<file path="src/rtl/stream_mux_rr_pkg.sv">
// Shared constants and helpers for the N-channel packet-aware stream mux.
package stream_mux_rr_pkg;

  localparam int MUX_MODE_RR    = 0;
  localparam int MUX_MODE_FIXED = 1;

  function automatic int clog2(input int n);
    int r;
    int v;
    r = 0;
    v = n - 1;
    while (v > 0) begin
      r = r + 1;
      v = v >> 1;
    end
    return r;
  endfunction

endpackage

</file>
<file path="src/rtl/stream_mux_rr_pick.sv">
// Combinational rotating priority pick: first request at or after base, wrapping mod N.
// With fixed=1 the scan starts at index 0, giving lowest-index-wins priority.
module rr_pick
  import stream_mux_rr_pkg::*;
#(
  parameter  int N  = 4,
  localparam int IW = clog2(N)
) (
  input  logic [N-1:0]  req,
  input  logic [IW-1:0] base,
  input  logic          fixed,
  output logic [N-1:0]  gnt,
  output logic [IW-1:0] idx,
  output logic          any
);

  localparam logic [IW:0] NV = (IW+1)'(N);

  logic [IW-1:0]  eff_base;
  logic [IW:0]    base_x;
  logic [2*N-1:0] dbl;
  logic [N-1:0]   rot;
  logic [IW:0]    s;

  assign eff_base = fixed ? '0 : base;
  assign base_x   = {1'b0, eff_base};
  // Doubling the request vector turns the wrap-around scan into a plain window select.
  assign dbl      = {req, req};
  assign rot      = dbl[base_x +: N];

  always_comb begin
    gnt = '0;
    idx = '0;
    any = 1'b0;
    s   = '0;
    for (int k = N - 1; k >= 0; k--) begin
      if (rot[k]) begin
        any = 1'b1;
        s   = base_x + (IW+1)'(k);
        if (s >= NV) s = s - NV;
        idx = s[IW-1:0];
      end
    end
    if (any) gnt[idx] = 1'b1;
  end

endmodule

</file>
<file path="src/rtl/stream_mux_rr.sv">
// N-channel registered stream mux with valid/ready handshake; round-robin or
// fixed-priority arbitration, with the grant held for a whole packet.
module stream_mux_rr
  import stream_mux_rr_pkg::*;
#(
  parameter  int WIDTH = 4,
  parameter  int N     = 4,
  parameter  int MODE  = MUX_MODE_RR,
  localparam int IW    = clog2(N)
) (
  input  logic                 clk,
  input  logic                 rst_n,
  input  logic [N*WIDTH-1:0]   in_data,
  input  logic [N-1:0]         in_valid,
  input  logic [N-1:0]         in_last,
  output logic [N-1:0]         in_ready,
  output logic [WIDTH-1:0]     out_data,
  output logic                 out_valid,
  output logic                 out_last,
  output logic [IW-1:0]        out_sel,
  input  logic                 out_ready
);

  logic          load;
  logic          lock;
  logic [IW-1:0] lock_ch;
  logic [IW-1:0] rr_ptr;
  logic [IW-1:0] next_ptr;
  logic [N-1:0]  lock_mask;
  logic [N-1:0]  req;
  logic [N-1:0]  gnt;
  logic [IW-1:0] idx;
  logic          any;
  logic [WIDTH-1:0] sel_data;
  logic          sel_last;

  assign load = !out_valid || out_ready;

  always_comb begin
    lock_mask          = '0;
    lock_mask[lock_ch] = 1'b1;
  end

  // While a packet is open only its channel may request; a bubble there yields no grant.
  assign req = lock ? (in_valid & lock_mask) : in_valid;

  rr_pick #(.N(N)) u_pick (
    .req   (req),
    .base  (rr_ptr),
    .fixed (MODE == MUX_MODE_FIXED),
    .gnt   (gnt),
    .idx   (idx),
    .any   (any)
  );

  assign in_ready = (load && rst_n) ? gnt : '0;
  assign next_ptr = (idx == IW'(N - 1)) ? '0 : idx + IW'(1);

  always_comb begin
    sel_data = '0;
    sel_last = 1'b0;
    for (int i = 0; i < N; i++) begin
      if (gnt[i]) begin
        sel_data = in_data[i*WIDTH +: WIDTH];
        sel_last = in_last[i];
      end
    end
  end

  // Output register stage: one cycle from input transfer to out_valid.
  always_ff @(posedge clk or negedge rst_n) begin
    if (!rst_n) begin
      out_valid <= 1'b0;
      out_data  <= '0;
      out_last  <= 1'b0;
      out_sel   <= '0;
      rr_ptr    <= '0;
      lock      <= 1'b0;
      lock_ch   <= '0;
    end else if (load) begin
      if (any) begin
        out_valid <= 1'b1;
        out_data  <= sel_data;
        out_last  <= sel_last;
        out_sel   <= idx;
        if (sel_last) begin
          lock <= 1'b0;
          if (MODE == MUX_MODE_RR) rr_ptr <= next_ptr;
        end else begin
          lock    <= 1'b1;
          lock_ch <= idx;
        end
      end else begin
        out_valid <= 1'b0;
      end
    end
  end

endmodule
</file>
<file path="config.mk">
export PLATFORM = sky130hd
export DESIGN_NAME = stream_mux_rr
export DESIGN_NICKNAME = d
export VERILOG_FILES = /design/src/rtl/stream_mux_rr_pkg.sv /design/src/rtl/stream_mux_rr_pick.sv /design/src/rtl/stream_mux_rr.sv
export SDC_FILE = /design/constraint.sdc
export NUM_CORES = 1
export LEC_CHECK = 0
export ABC_AREA = 1
export CORE_MARGIN = 3
export CORE_UTILIZATION = 45
export DETAILED_ROUTE_END_ITERATION = 8
export DONT_BUFFER_PORTS = 1
export HOLD_SLACK_MARGIN = 0.06
export PLACE_DENSITY = 0.63
export SYNTH_ARGS = -nofsm -noshare
export SYNTH_HDL_FRONTEND = slang
export SYNTH_SLANG_ARGS = --single-unit
</file>
<file path="constraint.sdc">
create_clock -name clk -period 4.1 [get_ports clk]
set_input_delay 0.41 -clock clk [delete_from_list [all_inputs] [get_ports clk]]
set_output_delay 0.41 -clock clk [all_outputs]
set_load 0.005 [all_outputs]
</file>
==> key figures, run 1 <==
Synthesis
  • EDFF count, synth: 0
  • Synth Warn #: 0
  • Mux cell area share after synthesis: 0%
  • Post-Syn Nets: 204
  • Syn avg cell area: 6.41 sq um
  • Top FF cell, synth: dfrtp_1
  • Sequential area share after synthesis: 29.3%
  • Cells after synthesis: 173
  • Synth Area in XOR/XNOR: 0.790%
  • Post-synthesis cell type count: 21
  • Largest family of logic cells by synthesized area: simple AND/OR/NAND/NOR gates
  • Mapped cell area: 1110 sq um
  • Synth Area in Simple Gates: 52.6%
  • Post-Synth Adder-Cell Area: 4.51%
  • Synth async-reset ratio: 100%
  • #FFs+latches synth: 13
  • Compound-Gate Fraction of Synth Area: 4.06%

Status
  • Status: finished clean

Detailed routing
  • Final wirelength: 2420 microns
  • Drc violations: 0
  • DRT iter0 DRCs: 28
  • DR vias: 1041
  • DRT Pass-1 Iters: 4
  • Routed Antenna Nets: 0
  • Routed len/inst: 12.0 microns
  • Via/cell ratio: 5.15

Finish
  • Final nets: 206
  • Layout fillers: 221
  • N_diodes: 0
  • Commonest non-fill, non-tap cell in the layout: nand2_1
  • Leading cell types in the layout, fill and taps excluded: nand2_1 (63), nand3_1 (26), nor2_1 (17)
  • Layout cell share with drive strength beyond 1: 12.1%
  • Synth-to-Final Area Change: 3.84%

Min path
  • Hold path start: out_ready
  • Hold Path Class: in -> reg

STA
  • Max-slew headroom: 61.3%
  • Final Max Tran Viols: 0
  • Final Hold Violating Endpoints: 0
  • Setup TNS: 0 ns
  • Fmax: 346 MHz
  • Final setup fails: 0
  • Setup Skew: 0.00502 ns
  • Worst-Margin Slew: 0.579 ns
  • RSZ-0062 raised after global routing: false
  • Tmin final: 2.89 ns
  • Final period util: 70.5%

Critical path
  • Worst EP required: 3.69 ns
  • CP Max Fanout: 8
  • WP data arrival: 2.48 ns
  • CP cell instances: inv_2, nand3_1, nand2_1, nand2_1, nand2_2, inv_1, a21oi_1, or2_2, nand2_1, ha_1, inv_1, nor3_1
  • Critical Setup Path Class: reg -> out
  • WP buf/inv: 3
  • Slowest stage delay, CP: 0.52 ns
  • Critical path's top delay family: simple AND/OR/NAND/NOR gates
  • CP Launch Type: register
  • R2R Path Start: rr_ptr[0]$_DFFE_PN0P_
  • Crit. End Element: primary output
  • Most frequent CP cell: nand2_1
  • CP max-delay cell: dfrtp_1
  • Worst setup path start: rr_ptr[0]$_DFFE_PN0P_

Floorplanning
  • Num ports: 39
  • Die height: 55.6 microns
  • Rows: 17
  • Core area: 2280 sq um
  • Die ar.: 3100 sq um
  • Chip Width: 55.6 microns
  • Effective utilization at floorplan: 48.7%

CTS
  • Post-CTS setup buffer count: 0
  • Bufs on Longest Clock Path: 2
  • Clock buffer count from CTS: 3
  • CTS tree: built
  • CTS sink count: 13
  • Later-pin clock latency in the skew report: 0.27 ns
  • Clock root buffer master: clkbuf_4
  • CTS HTree Levels: 1
  • CTS clk-pin slew, worst paths: 0.08 ns

Global routing
  • Vias in the first global route: 922
  • Initial antenna violation count: 0
  • Global-route wire length before repair: 4060 microns
  • Pin count of the biggest net entering global routing: 18
  • GR Overflow Total: 0
  • GRT Util Overall: 15.9%

Placement
  • HPWL after DPL: 1930 microns
  • PortBufs: 0
  • Routability cong.: 0.826

Run
  • Max-cap violations: 0
==> path summary, 6_finish.rpt <==
path                                           endpoint  slack, ns  depth (start not counted)
worst max-delay path                        in_ready[1]       1.21                         12
worst min-delay path              out_valid$_DFFE_PN0N_       0.32                          3
worst max register to register    rr_ptr[0]$_DFFE_PN0P_       1.51                         20
worst min register to register     out_last$_DFFE_PN0P_       0.52                          2
max in group asynchronous        lock_ch[1]$_DFFE_PN0P_       3.15                          1
min in group asynchronous       out_data[0]$_DFFE_PN0P_       0.57                          1
==> metal layers <==
layer | vias up | routed length [microns] | part of all wire, % | GRT usage, %
met5 | - | 0 | 0 | 0
met4 | 0 | 31 | 1.3 | 5.21
met3 | 5 | 189 | 7.8 | 3.71
met2 | 31 | 1090 | 45 | 24.2
met1 | 461 | 1110 | 46 | 22.2
li1 | 544 | - | - | -
==> state kept, by name (all words and copies together) (netlist names) <==
register,cells
out_data,4
lock_ch,2
out_sel,2
rr_ptr,2
lock,1
out_last,1
out_valid,1
==> cell usage after synthesis (2+ instances only) <==
master	number	share of area, %
o21ai_0	3	1.4
nand2_2	5	2.8
inv_2	3	1.0
nand2_4	4	4.1
dfrtp_1	13	29
nand3_2	3	2.7
nand2_1	63	21
ha_1	4	4.5
nand4_1	2	1.1
a21oi_1	2	0.90
o21ai_1	4	1.8
buf_2	2	0.90
inv_1	15	5.1
nand3_1	26	12
nor2_4	2	2.0
nor2_1	17	5.8
==> through the flow <==
stage,setup slack [ns],area [sq um],cells,util [%],hold slack [ns]
after global routing,0.933,1150,202,50.6,0.341
after CTS,1.18,1150,202,50.6,0.320
final,1.21,1150,202,50.6,0.321
after floorplan,1.78,1110,173,-,0.114
after global placement,1.55,1110,197,49.0,0.115
after detailed placement,1.49,1110,197,49.0,0.115
==> kinds of logic after synthesis <==
| logic type | after synthesis |
|---|---|
| adder cells (fa/ha/maj) | 4 |
| buffers and inverters | 22 |
| AND/OR/NAND/NOR | 124 |
| XOR/XNOR | 1 |
| flip-flops | 13 |
| AO/OA/AOI/OAI | 9 |
==> layout make-up <==
class,count,area (sq um),share of cell area [%]
inverters,18,67.6,5.87
clock buffers,4,26.3,2.28
multi-input cells,138,687,59.7
well taps,28,35.0,3.04
flip-flops and latches,13,325,28.3
repair buffers,1,10.0,0.870
==> repair_timing <==
action                                 in CTS  in global routing
setup endpoints to repair                   0                  0
gates resized for setup                     0                  0
endpoints found under the hold margin      13                  0
hold buffers                                1                  0
==> worst register-to-register path, cell delays in order, from the launching register on <==
cell     delay, ns
dfrtp_1       0.52
inv_2         0.11
nand3_1       0.09
nand2_1       0.07
nand2_1       0.09
nand2_2       0.09
a21oi_1       0.16
nand2_1       0.07
nand3_1       0.07
nand2_1       0.05
nand2_1       0.12
inv_1         0.11
ha_1          0.29
nor2_1        0.14
nand3_1       0.11
nand3_2       0.10
nand2_4       0.07
nand2_2       0.08
nand2_2       0.07
nand2_1       0.06
nand2_1       0.05
Power of run 1 is left out: the tool's default activity adds up to more than one toggle a clock period on the data nets, which glitch-free logic cannot reach.
==> run 2, diff against run 1 <==
--- a/config.mk
+++ b/config.mk
@@ -11,7 +11,7 @@
 export DETAILED_ROUTE_END_ITERATION = 8
 export DONT_BUFFER_PORTS = 1
 export HOLD_SLACK_MARGIN = 0.06
-export PLACE_DENSITY = 0.63
+export PLACE_DENSITY = 0.65
 export SYNTH_ARGS = -nofsm -noshare
 export SYNTH_HDL_FRONTEND = slang
 export SYNTH_SLANG_ARGS = --single-unit
==> constraint.sdc (replaced) <==
create_clock -name clk -period 2.51 [get_ports clk]
set_input_delay 0.251 -clock clk [delete_from_list [all_inputs] [get_ports clk]]
set_output_delay 0.251 -clock clk [all_outputs]
set_load 0.005 [all_outputs]
==> key figures, run 2 (synthesized netlist as in run 1, its figures left out) <==
Status
  • Status: finished clean

STA
  • Final period util: 94.4%
  • Setup Skew: 0.00370 ns
  • Max-slew headroom: 63.0%
  • Worst-Margin Slew: 0.553 ns
  • Final Hold Violating Endpoints: 0
  • Fmax: 422 MHz
  • Tmin final: 2.37 ns
  • Final setup margin: 0.142 ns
  • Final Max Tran Viols: 0
  • Final setup fails: 0

Critical path
  • WP data arrival: 2.12 ns
  • Critical Setup Path Class: reg -> out
  • Flop-to-flop setup slack: 0.16 ns
  • CP Launch Type: register
  • Crit. End Element: primary output
  • R2R Path Start: lock_ch[0]$_DFFE_PN0P_
  • Cells on worst reg2reg path: 22
  • Worst EP required: 2.26 ns
  • Reg2reg end: out_data[1]$_DFFE_PN0P_
  • CP Max Fanout: 5

Min path
  • Sink of the worst hold path: out_valid$_DFFE_PN0N_
  • Worst hold stages: 3
  • Hold Path Class: in -> reg
  • Hold path start: out_ready

Finish
  • Leading cell types in the layout, fill and taps excluded: nand2_1 (59), nand3_1 (26), nor2_1 (13), dfrtp_1 (13), inv_1 (12)
  • Commonest non-fill, non-tap cell in the layout: nand2_1
  • Util after Layout: 61.1%
  • Synth-to-Final Area Change: 25.4%
  • Final nets: 219
  • Biggest register: out_data
  • Layout fillers: 205
  • Layout cell share with drive strength beyond 1: 28.3%
  • N_diodes: 0
  • Max reg flops: 4
  • Post-route design area: 1390 sq um

CTS
  • Later-pin clock latency in the skew report: 0.27 ns
  • CTS tree: built
  • Clock buffer count from CTS: 3
  • CTS HTree Levels: 1
  • Bufs on Longest Clock Path: 2
  • CTS clk-pin slew, worst paths: 0.07 ns
  • Clock root buffer master: clkbuf_4
  • CTS sink count: 13

Floorplanning
  • Num ports: 39
  • Effective utilization at floorplan: 48.7%
  • Die ar.: 3100 sq um
  • Rows: 17
  • Die height: 55.6 microns
  • Chip Width: 55.6 microns
  • Core area: 2280 sq um

Global routing
  • Vias in the first global route: 1057
  • Pin count of the biggest net entering global routing: 18
  • GRT Util Overall: 17.4%
  • GR Overflow Total: 0
  • Initial antenna violation count: 0
  • Global-route wire length before repair: 4420 microns

Detailed routing
  • Drc violations: 0
  • Max Used Layer: met4
  • Routed Antenna Nets: 0
  • Via/cell ratio: 5.37
  • DR vias: 1154
  • Post-Route M1 WL: 1220 microns
  • Routed len/inst: 13.6 microns
  • Metal2 WL: 1480 microns
  • DRT Pass-1 Iters: 4
  • DR WL met3: 162 microns
  • DRT iter0 DRCs: 41
  • Final wirelength: 2930 microns

Placement
  • PortBufs: 0
  • Routability cong.: 0.798
  • HPWL after DPL: 2030 microns
  • Total placed instance area: 1160 sq um
  • Setup WS pre-CTS: 0.105 ns

Run
  • Max-cap violations: 0
-- run 2: cell count changes in the layout (fill, tap and decap cells not counted), sizes merged --
cell,delta
buf,+13
-- run 2: per-stage QoR --
stage	cells	setup TNS, ns	hold WS (ns)
2_1_floorplan	173	0	-0.0446
3_3_place_gp	203	0	-0.0442
3_5_place_dp	203	0	-0.0442
4_1_cts	208	0	0.152
5_1_grt	215	-0.563	0.183
6_report	215	0	0.168
-- run 2: worst max-delay path: stages (launching register included) --
cell and delay, ns:
dfrtp_1 0.43, inv_1 0.07, nand2_1 0.05, nand2_1 0.08, nand3_1 0.07, nand2_1 0.10
nand2_2 0.09, nand2_4 0.11, a21oi_4 0.04, nand2_1 0.07, nand3_1 0.06, nand2_1 0.08
nand2_2 0.07, inv_2 0.09, buf_6 0.11, ha_4 0.14, nand2_4 0.07, nor2_4 0.11
-- run 2: how the worst max path moves through the flow --
stage	start	end	slack, ns	cells past startpoint
floorplan	rr_ptr[0]$_DFFE_PN0P_	rr_ptr[0]$_DFFE_PN0P_	0.27	19
global placement	lock_ch[0]$_DFFE_PN0P_	rr_ptr[0]$_DFFE_PN0P_	0.17	20
detailed placement	lock_ch[0]$_DFFE_PN0P_	rr_ptr[1]$_DFFE_PN0P_	0.10	20
CTS	lock_ch[0]$_DFFE_PN0P_	in_ready[0]	0.02	17
global route	lock_ch[0]$_DFFE_PN0P_	out_data[1]$_DFFE_PN0P_	-0.08	22
finish	lock_ch[0]$_DFFE_PN0P_	in_ready[0]	0.14	17
-- run 2: final cells by class --
type	instances	area (sq um)	area share [%]
multi-input cells	138	818	58.9
flip-flops and latches	13	325	23.4
repair buffers	14	115	8.28
inverters	18	70.1	5.04
well taps	28	35.0	2.52
clock buffers	4	26.3	1.89
-- run 2: what timing repair did --
| item | in CTS | in global routing |
|---|---|---|
| hold buffers | 1 | 0 |
| resized for setup | 5 | 31 |
| pin swaps | 0 | 10 |
| hold endpoints to repair | 13 | 0 |
| setup endpoints to repair | 1 | 14 |
| setup buffers | 0 | 7 |
-- run 2: routing by layer --
metal  GRT usage (%)  vias up
met5               0        -
li1                -      574
met2            30.7       40
met4            7.29        0
met3            1.86        7
met1            21.2      533
Power of run 2 is left out for the same reason.
==> run 3, diff against run 2 <==
--- a/config.mk
+++ b/config.mk
@@ -11,7 +11,7 @@
 export DETAILED_ROUTE_END_ITERATION = 8
 export DONT_BUFFER_PORTS = 1
 export HOLD_SLACK_MARGIN = 0.06
-export PLACE_DENSITY = 0.65
+export PLACE_DENSITY = 0.63
 export SYNTH_ARGS = -nofsm -noshare
 export SYNTH_HDL_FRONTEND = slang
 export SYNTH_SLANG_ARGS = --single-unit
==> constraint.sdc (replaced) <==
create_clock -name clk -period 3 [get_ports clk]
set_input_delay 0.3 -clock clk [delete_from_list [all_inputs] [get_ports clk]]
set_output_delay 0.3 -clock clk [all_outputs]
set_load 0.005 [all_outputs]
==> key figures, run 3 (synthesized netlist as in run 1, its figures left out) <==
Global routing
  • Initial antenna violation count: 0
  • Global-route wire length before repair: 4200 microns
  • Pin count of the biggest net entering global routing: 18
  • Vias in the first global route: 898
  • GRT Util Overall: 16.8%
  • GR Overflow Total: 0

STA
  • Setup Skew: 0.00308 ns
  • Worst-Margin Slew: 0.562 ns
  • Tmin final: 2.72 ns
  • Final Hold Violating Endpoints: 0
  • Max-slew headroom: 62.4%
  • Fmax: 368 MHz
  • Setup TNS: 0 ns
  • RSZ-0062 raised after global routing: false
  • Final period util: 90.6%
  • WHS: 0.220 ns
  • Final setup margin: 0.281 ns
  • Final Max Tran Viols: 0
  • Final setup fails: 0

Finish
  • Final nets: 206
  • Biggest register: out_data
  • Synth-to-Final Area Change: 4.06%
  • N_diodes: 0
  • Layout cell share with drive strength beyond 1: 12.6%
  • Max reg flops: 4
  • Post-route design area: 1150 sq um
  • Commonest non-fill, non-tap cell in the layout: nand2_1
  • Leading cell types in the layout, fill and taps excluded: nand2_1 (63), nand3_1 (26), nor2_1 (17)

Detailed routing
  • DRT iter0 DRCs: 44
  • Drc violations: 0
  • Routed len/inst: 12.0 microns
  • Final wirelength: 2430 microns
  • DR vias: 1000
  • DRT Pass-1 Iters: 4
  • Routed Antenna Nets: 0
  • Via/cell ratio: 4.95

Critical path
  • WP data arrival: 2.42 ns
  • Worst EP required: 2.70 ns
  • Critical Setup Path Class: reg -> out
  • R2R Path Start: rr_ptr[0]$_DFFE_PN0P_
  • CP Max Fanout: 8
  • Crit. End Element: primary output
  • Worst setup path start: rr_ptr[0]$_DFFE_PN0P_
  • CP Launch Type: register

CTS
  • Bufs on Longest Clock Path: 2
  • CTS HTree Levels: 1
  • Post-CTS setup buffer count: 0
  • CTS clk-pin slew, worst paths: 0.08 ns
  • Clock root buffer master: clkbuf_4
  • CTS tree: built
  • Clock buffer count from CTS: 3
  • CTS sink count: 13
  • Later-pin clock latency in the skew report: 0.27 ns

Status
  • Status: finished clean

Floorplanning
  • Die ar.: 3100 sq um
  • Die height: 55.6 microns
  • Chip Width: 55.6 microns
  • Effective utilization at floorplan: 48.7%
  • Rows: 17
  • Num ports: 39
  • Core area: 2280 sq um

Min path
  • Hold Path Class: in -> reg
  • Hold path start: out_ready

Placement
  • Routability cong.: 0.888
  • Total placed instance area: 1110 sq um
  • HPWL after DPL: 1960 microns
  • Setup WS pre-CTS: 0.427 ns
  • PortBufs: 0

Run
  • Max-cap violations: 0
==> run 3: worst paths after layout <==
kind	endpoint	slack, ns	depth (start not counted)
setup / recovery	in_ready[1]	0.28	12
hold / removal	out_valid$_DFFE_PN0N_	0.22	3
setup reg to reg	rr_ptr[0]$_DFFE_PN0P_	0.46	19
hold reg to reg	out_data[1]$_DFFE_PN0P_	0.52	2
max in group asynchronous	lock_ch[1]$_DFFE_PN0P_	2.18	1
min in group asynchronous	out_data[0]$_DFFE_PN0P_	0.45	1
==> run 3: routing by layer <==
layer	global-route usage (%)	vias up	wire length, microns
met2	23.0	27	1020
li1	-	543	-
met5	0	-	0
met4	7.29	0	38
met1	24.3	426	1220
met3	4.87	4	154
==> run 3: repair_timing <==
action                     4_1_cts  5_1_grt
hold buffers                     1        0
setup endpoints to repair        0        1
hold endpoints to repair        13        0
resized for setup                0        1
==> run 3: worst max-delay path: stages (launching register included) <==
cell and delay, ns:
dfrtp_1 0.51, inv_2 0.10, nand3_1 0.09, nand2_1 0.07, nand2_1 0.07, nand2_2 0.09, inv_1 0.09, a21oi_1 0.07
or2_2 0.27, nand2_1 0.16, ha_2 0.28, inv_1 0.11, nor3_1 0.25
==> run 3: stage by stage <==
step           cells  util (%)
6_report         202      50.7
2_1_floorplan    173         -
3_3_place_gp     197      49.0
5_1_grt          202      50.7
3_5_place_dp     197      49.0
4_1_cts          202      50.6
==> run 3: final cells by class <==
class | instances | area, sq um
clock buffers | 4 | 26.3
fillers | 243 | 1120
inverters | 18 | 67.6
multi-input cells | 138 | 689
flip-flops and latches | 13 | 325
well taps | 28 | 35.0
repair buffers | 1 | 10.0
Power of run 3 is left out for the same reason.
